==> config.mk <==
export PLATFORM = sky130hd
export DESIGN_NAME = sipo_deserializer
export DESIGN_NICKNAME = d
export VERILOG_FILES = /design/src/rtl/sipo_deserializer.sv
export SDC_FILE = /design/constraint.sdc
export NUM_CORES = 1
export LEC_CHECK = 0
export BUFFER_PORTS_ARGS = -buffer_cell sky130_fd_sc_hd__buf_2
export CAP_MARGIN = 20
export CORE_MARGIN = 2
export CORE_UTILIZATION = 30
export DETAILED_ROUTE_END_ITERATION = 8
export GPL_ROUTABILITY_DRIVEN = 0
export GPL_TIMING_DRIVEN = 1
export SLEW_MARGIN = 0
export SYNTH_ARGS = -nofsm -noshare
export SYNTH_HDL_FRONTEND = slang
export SYNTH_SLANG_ARGS = --single-unit
==> constraint.sdc <==
create_clock -name clk -period 2.5 [get_ports clk]
set_clock_uncertainty 0.2 [all_clocks]
set_input_delay 0.125 -clock clk [delete_from_list [all_inputs] [get_ports clk]]
set_output_delay 0.125 -clock clk [all_outputs]
set_load 0.01 [all_outputs]
==> src/rtl/sipo_deserializer.sv <==
// Serial-in/parallel-out deserializer: packs en-qualified serial bits into WIDTH-bit
// words and presents each word on a single-entry valid/ready output register.
module sipo_deserializer #(
    parameter int WIDTH     = 8,
    parameter bit MSB_FIRST = 1'b1,
    parameter int CW        = $clog2(WIDTH)
) (
    input  logic             clk,
    input  logic             rst,
    input  logic             d,
    input  logic             en,
    input  logic             clr,
    input  logic             q_ready,
    output logic [WIDTH-1:0] q_par,
    output logic             q_valid,
    output logic             overrun,
    output logic [CW-1:0]    bit_cnt
);

    localparam logic [0:0] ST_EMPTY = 1'b0;
    localparam logic [0:0] ST_FULL  = 1'b1;

    localparam logic [CW-1:0] CNT_LAST = CW'(WIDTH - 1);

    logic [WIDTH-1:0] sr_q,      sr_d;
    logic [CW-1:0]    cnt_q,     cnt_d;
    logic [WIDTH-1:0] q_par_q,   q_par_d;
    logic [0:0]       state_q,   state_d;
    logic             overrun_q, overrun_d;

    logic [WIDTH-1:0] sr_shift;
    logic             last_bit;
    logic             complete;

    // Shifted value including the current bit; on the last bit this is the completed word.
    always_comb begin
        if (MSB_FIRST) begin
            sr_shift = {sr_q[WIDTH-2:0], d};
        end else begin
            sr_shift = {d, sr_q[WIDTH-1:1]};
        end
    end

    assign last_bit = (cnt_q == CNT_LAST);
    assign complete = en && !clr && last_bit;

    always_comb begin
        sr_d  = sr_q;
        cnt_d = cnt_q;
        if (clr) begin
            sr_d  = '0;
            cnt_d = '0;
        end else if (en) begin
            sr_d  = sr_shift;
            cnt_d = last_bit ? '0 : cnt_q + CW'(1);
        end
    end

    always_comb begin
        state_d   = state_q;
        q_par_d   = q_par_q;
        overrun_d = overrun_q;
        case (state_q)
            ST_EMPTY: begin
                if (complete) begin
                    state_d = ST_FULL;
                    q_par_d = sr_shift;
                end
            end
            ST_FULL: begin
                if (complete) begin
                    // Accept and reload in one edge keeps q_valid high with no bubble.
                    if (q_ready) begin
                        q_par_d = sr_shift;
                    end else begin
                        overrun_d = 1'b1;
                    end
                end else if (q_ready) begin
                    state_d = ST_EMPTY;
                end
            end
            default: begin
                state_d = ST_EMPTY;
            end
        endcase
        if (clr) begin
            overrun_d = 1'b0;
        end
    end

    always_ff @(posedge clk or negedge rst) begin
        if (!rst) begin
            sr_q      <= '0;
            cnt_q     <= '0;
            q_par_q   <= '0;
            state_q   <= ST_EMPTY;
            overrun_q <= 1'b0;
        end else begin
            sr_q      <= sr_d;
            cnt_q     <= cnt_d;
            q_par_q   <= q_par_d;
            state_q   <= state_d;
            overrun_q <= overrun_d;
        end
    end

    assign q_par   = q_par_q;
    assign q_valid = (state_q == ST_FULL);
    assign overrun = overrun_q;
    assign bit_cnt = cnt_q;

endmodule

Word level (Yosys, flattened, before mapping)
Index checks and enable logic that the tools add are counted.
{"block": "totals", "wordCells": 37, "ram_bits": 0, "rom_bits": 0, "latch_bits": 0, "ff_bits": 20, "output_inout_bits": 13, "n_memories": 0, "in_bits": 6}
{"block": "classes", "bitwise": 1, "n_reduce_logical": 8, "div": 0, "n_addsub": 1, "mux": 17, "eq_ne": 5, "n_lt_le_gt_ge": 0, "n_mul": 0, "shift": 0}
{"op": "2-to-1 mux 8 bit", "n": 3}
{"op": "one-hot mux 8 bit (2 select lines)", "n": 1}
{"op": "2-to-1 mux 7 bit", "n": 2}
{"op": "2-to-1 mux 3 bit", "n": 3}
{"op": "2-to-1 mux 1 bit", "n": 7}
{"op": "!= test 2 bit, second input constant", "n": 3}
{"op": "AND reduction 3 bit", "n": 2}
{"op": "nonzero test 2 bit", "n": 3}
{"op": "adder 3 x 1 -> 3 bit, second input constant", "n": 1}
{"op": "equality test 3 bit, second input constant", "n": 1}
{"op": "logical AND 1 bit", "n": 2}
{"op": "!= test 2 x 1 -> 1 bit, second input constant", "n": 1}
{"op": "one-hot mux 1 bit (2 select lines)", "n": 1}
{"op": "logical NOT 1 bit", "n": 1}
{"op": "NOT 1 bit", "n": 1}

Longest topological paths before layout
{"block": "depth", "word_depth": 6, "depth_mapped": 5}

Worst setup path before layout
Ideal clock, no wire load.
{"block": "synth_timing", "path_type": "reg2reg", "start": "register cnt_q[0] (netlist: bit_cnt[0])", "end": "register q_par_q[0] (netlist: q_par[0])", "required_ns": 2.175, "t_arrival_ns": 1.476, "slack_ns": 0.699, "period_less_slack_ns": 1.801, "path_stages_with_launch": 6, "cell_sequence": "dfrtp_1 > ha_1 > ha_1 > nand2_1 > nor3_4 > mux2_2"}
{"block": "synth_between", "elab_chain_len": 4, "elab_cells_between_ends": 5, "cone_classes": "eq/ne (3); reduce/logical (2)"}
{"element": "start, declared", "line": "26", "text": "logic [CW-1:0] cnt_q, cnt_d;"}
{"element": "start signal, assigned", "line": "100", "text": "cnt_q <= cnt_d;"}
{"element": "equality test 3 bit (*)", "line": "44", "text": "assign last_bit = (cnt_q == CNT_LAST);"}
{"element": "logical AND 1 bit (*)", "line": "45", "text": "assign complete = en && !clr && last_bit;"}
{"element": "!= test 2 bit (no line) / != test 2 x 1 -> 1 bit (equally long branches)"}
{"element": "AND reduction 3 bit (no line) (*)"}
{"element": "end signal, assigned", "line": "101", "text": "q_par_q <= q_par_d;"}
{"element": "end, declared", "line": "27", "text": "logic [WIDTH-1:0] q_par_q, q_par_d;"}
Every way passes the cells marked *; elsewhere a longest branch is shown, timed or not.
A chain may end at the register's enable or synchronous reset.

Worst setup path after layout
{"block": "layout_timing", "start": "register cnt_q[0] (netlist: bit_cnt[0])", "end": "register q_par_q[4] (netlist: q_par[4])"}
The elaborated chain is that of the path after synthesis.

==> summary.md <==
| Metric | Value |
|---|---|
| Crit path DAT | `1.93 ns` |
| Post-place setup slack | `0.5673 ns` |
| DR vias/cell | `4.637` |
| CP top delay family | `simple AND/OR/NAND/NOR gates` |
| Top cell type's share of synthesized area | `61.44%` |
| CTS root buf | `clkbuf_4` |
| First-pass GRT wire length | `2594 um` |
| Status | `completed` |
| CP bufs+invs | `0` |
| Crit start category | `flop` |
| Via count | `524` |
| Clock Tree Buf Depth | `2` |
| Final Max Slew Viols | `0` |
| Total Nets Final | `93` |
| Final Util | `39.48%` |
| Worst skew pair latency | `0.30 ns` |
| Syn_nets | `68` |
| WHS Path Cells | `3` |
| Tmin final | `1.943 ns` |
| Core region area | `2522 um2` |
| Initial antenna violation count | `0` |
| Worst EP required | `2.49 ns` |
| YS warnings | `0` |
| DRT Pass-1 Iters | `4` |
| Max-Cap Viols | `0` |
| Distinct cells, synth | `15` |
| Worst-margin pin slew | `0.4488 ns` |
| Dpl hpwl | `954.3 um` |
| Clock Sinks | `20` |
| Switching pwr | `119.0 uW` |
| # setup viols final | `0` |
| DIE HEIGHT | `56.11 um` |
| PD cells | `521.8 nW/um2` |
| Internal power | `400.7 uW` |
| Antenna diodes | `0` |
| Clock share of power | `28.7%` |
| IO Pins | `19` |
| Maximum vdd drop | `0.4106 mV` |
| Syn Area/Cell | `13.58 um2` |
| Largest net degree at the start of global routing | `21` |
| Worst min path class | `in2reg` |
| Sum Neg Setup Slack | `0 ns` |
| Fin crit share | `77.71%` |
| Post-Syn Area | `814.5 um2` |
| Sw Share | `22.89%` |
| Slowest stage cell, crit path | `dfrtp_1` |
| Worst hold slack | `0.05344 ns` |
| Drt total wl | `1395 um` |
| Post-CTS setup buffers | `0` |
| Die area | `3148 um2` |
| Worst setup margin | `0.5573 ns` |
| Post-route antenna net violation count | `0` |
| Critical path depth | `5` |
| Row cnt | `18` |
| Largest area contributor in the netlist | `dfrtp_1` |
| Crit path max fanout | `8` |
| Layout filler cell count | `269` |
| Vias in the first global route | `549` |
| Post-route DRC | `0` |
| Final Hold Fails | `0` |
| Initial DRC Count | `12` |
| Most frequent cells in the layout | `dfrtp_1 (20), buf_2 (18), nor2_1 (11), mux2i_1 (9), mux2_2 (8)` |
| Crit-path max cell delay | `0.40 ns` |
| Wire per inst | `12.35 um` |
| Initial Util | `32.29%` |
| Share of layout cells above drive strength 1 | `36.14%` |
| Area Growth Syn to Fin | `22.27%` |
| Critical path class | `reg2reg` |
| Rel. slew slack | `70.08%` |
| Synthesized instance count | `60` |
| Flop pwr share | `63.9%` |
| Combinational share of power | `7.4%` |
| Crit end category | `flop` |
| Maximum clock rate | `0.5147 GHz` |
| Sequential element share of the synthesized area | `61.44%` |
| # H-tree levels | `1` |
| RSZ-0062 raised after global routing | `false` |
| Ranking of synthesized cells by area | `dfrtp_1 (61%), mux2i_1 (11%), mux2_2 (11%)` |
| GR Overflow Total | `0` |
| Crit-path most repeated cell | `ha_1` |
| Number of I/O port buffers | `18` |
| Die width | `56.11 um` |
| Crit-path cells | `ha_1 > ha_1 > nand2_1 > nor3_4 > mux2_2` |
| CTS tree | `built` |
| Count of state elements after synthesis | `20` |
| Most common cell after layout, fill and taps aside | `dfrtp_1` |
| Overall Global Routing Usage | `11.05%` |
| CTS Buf Count | `3` |
| Worst r2r path cells | `5` |
| Pleak | `0.0005427 uW` |
| Clk pin slew, worst setup/hold paths | `0.11 ns` |
==> logic make-up (layout without fill, tap and decap cells) <==
family                   after synthesis  count (layout)  share of synthesized area [%]
AO/OA/AOI/OAI                          3               3                          2.304
AND/OR/NAND/NOR                       16              16                          9.986
buffers and inverters                  2              25                          1.074
multiplexers                          17              17                          22.12
flip-flops                            20              20                          61.44
adder cells (fa/ha/maj)                2               2                          3.072
==> layout make-up <==
class                   count  area, um2  share of cell area (%)
well taps                  30      37.54                   3.769
flip-flops and latches     20      500.5                   50.25
repair buffers             22      130.1                   13.07
multi-input cells          38      305.3                   30.65
clock buffers               3      22.52                   2.261
==> sequential cells by signal (all words and copies together) (netlist names) <==
signal	flops
q_par	8
sr_q	7
bit_cnt	3
overrun	1
q_valid	1
==> cell usage after synthesis <==
master / count
dfrtp_1: 20
nor2_1: 11
mux2i_1: 9
mux2_2: 8
ha_1: 2
a21oi_1: 1
a31oi_1: 1
buf_2: 1
clkbuf_1: 1
nand2_1: 1
nand2b_1: 1
nand3b_1: 1
nor2b_1: 1
nor3_4: 1
o21bai_1: 1
==> power by group through the flow <==
stage	combinational [uW]	sequential, uW	clock [uW]
2_1_floorplan	16.1	339	0
3_3_place_gp	34.3	338	0
3_5_place_dp	34.9	338	0
4_1_cts	39.6	332	159
5_1_grt	43.8	333	177
6_report	38.5	332	149
==> worst min-delay path, stage by stage <==
cell      delay, ns
buf_2          0.21
nand3b_1       0.13
a21oi_1        0.06
==> final timing paths <==
path | start | endpoint | slack [ns]
min in group asynchronous | rst | q_par[5]$_DFFE_PN0P_ | 0.09
worst min register to register | q_par[7]$_DFFE_PN0P_ | q_par[7]$_DFFE_PN0P_ | 0.31
max in group asynchronous | rst | sr_q[5]$_DFFE_PN0P_ | 1.69
worst max register to register | bit_cnt[0]$_DFFE_PN0P_ | q_par[4]$_DFFE_PN0P_ | 0.56
worst min-delay path | en | bit_cnt[1]$_DFFE_PN0P_ | 0.05
worst max-delay path | bit_cnt[0]$_DFFE_PN0P_ | q_par[4]$_DFFE_PN0P_ | 0.56
==> stage by stage <==
step           std cells  instance area (um2)  total power [uW]
2_1_floorplan         60                814.5             355.2
3_3_place_gp         106                933.4             372.3
3_5_place_dp         106                933.4             373.4
4_1_cts              113                996.0             531.2
5_1_grt              113                996.0             554.3
6_report             113                996.0             519.7
==> routing by layer <==
layer	up-vias	track usage [%]	share of wire, %
li1	256	-	-
met2	16	14.62	41
met1	247	15.09	51
met4	0	5.102	1.8
met3	5	5.116	6.5
met5	-	0	0
==> repair_timing <==
item                                    in CTS  in global routing
gates resized for setup                      0                  0
endpoints found under the hold margin       33                  0
endpoints found under the setup margin       0                  0
hold buffers                                 4                  0
Note: power is estimated with default switching activity, not from simulation.
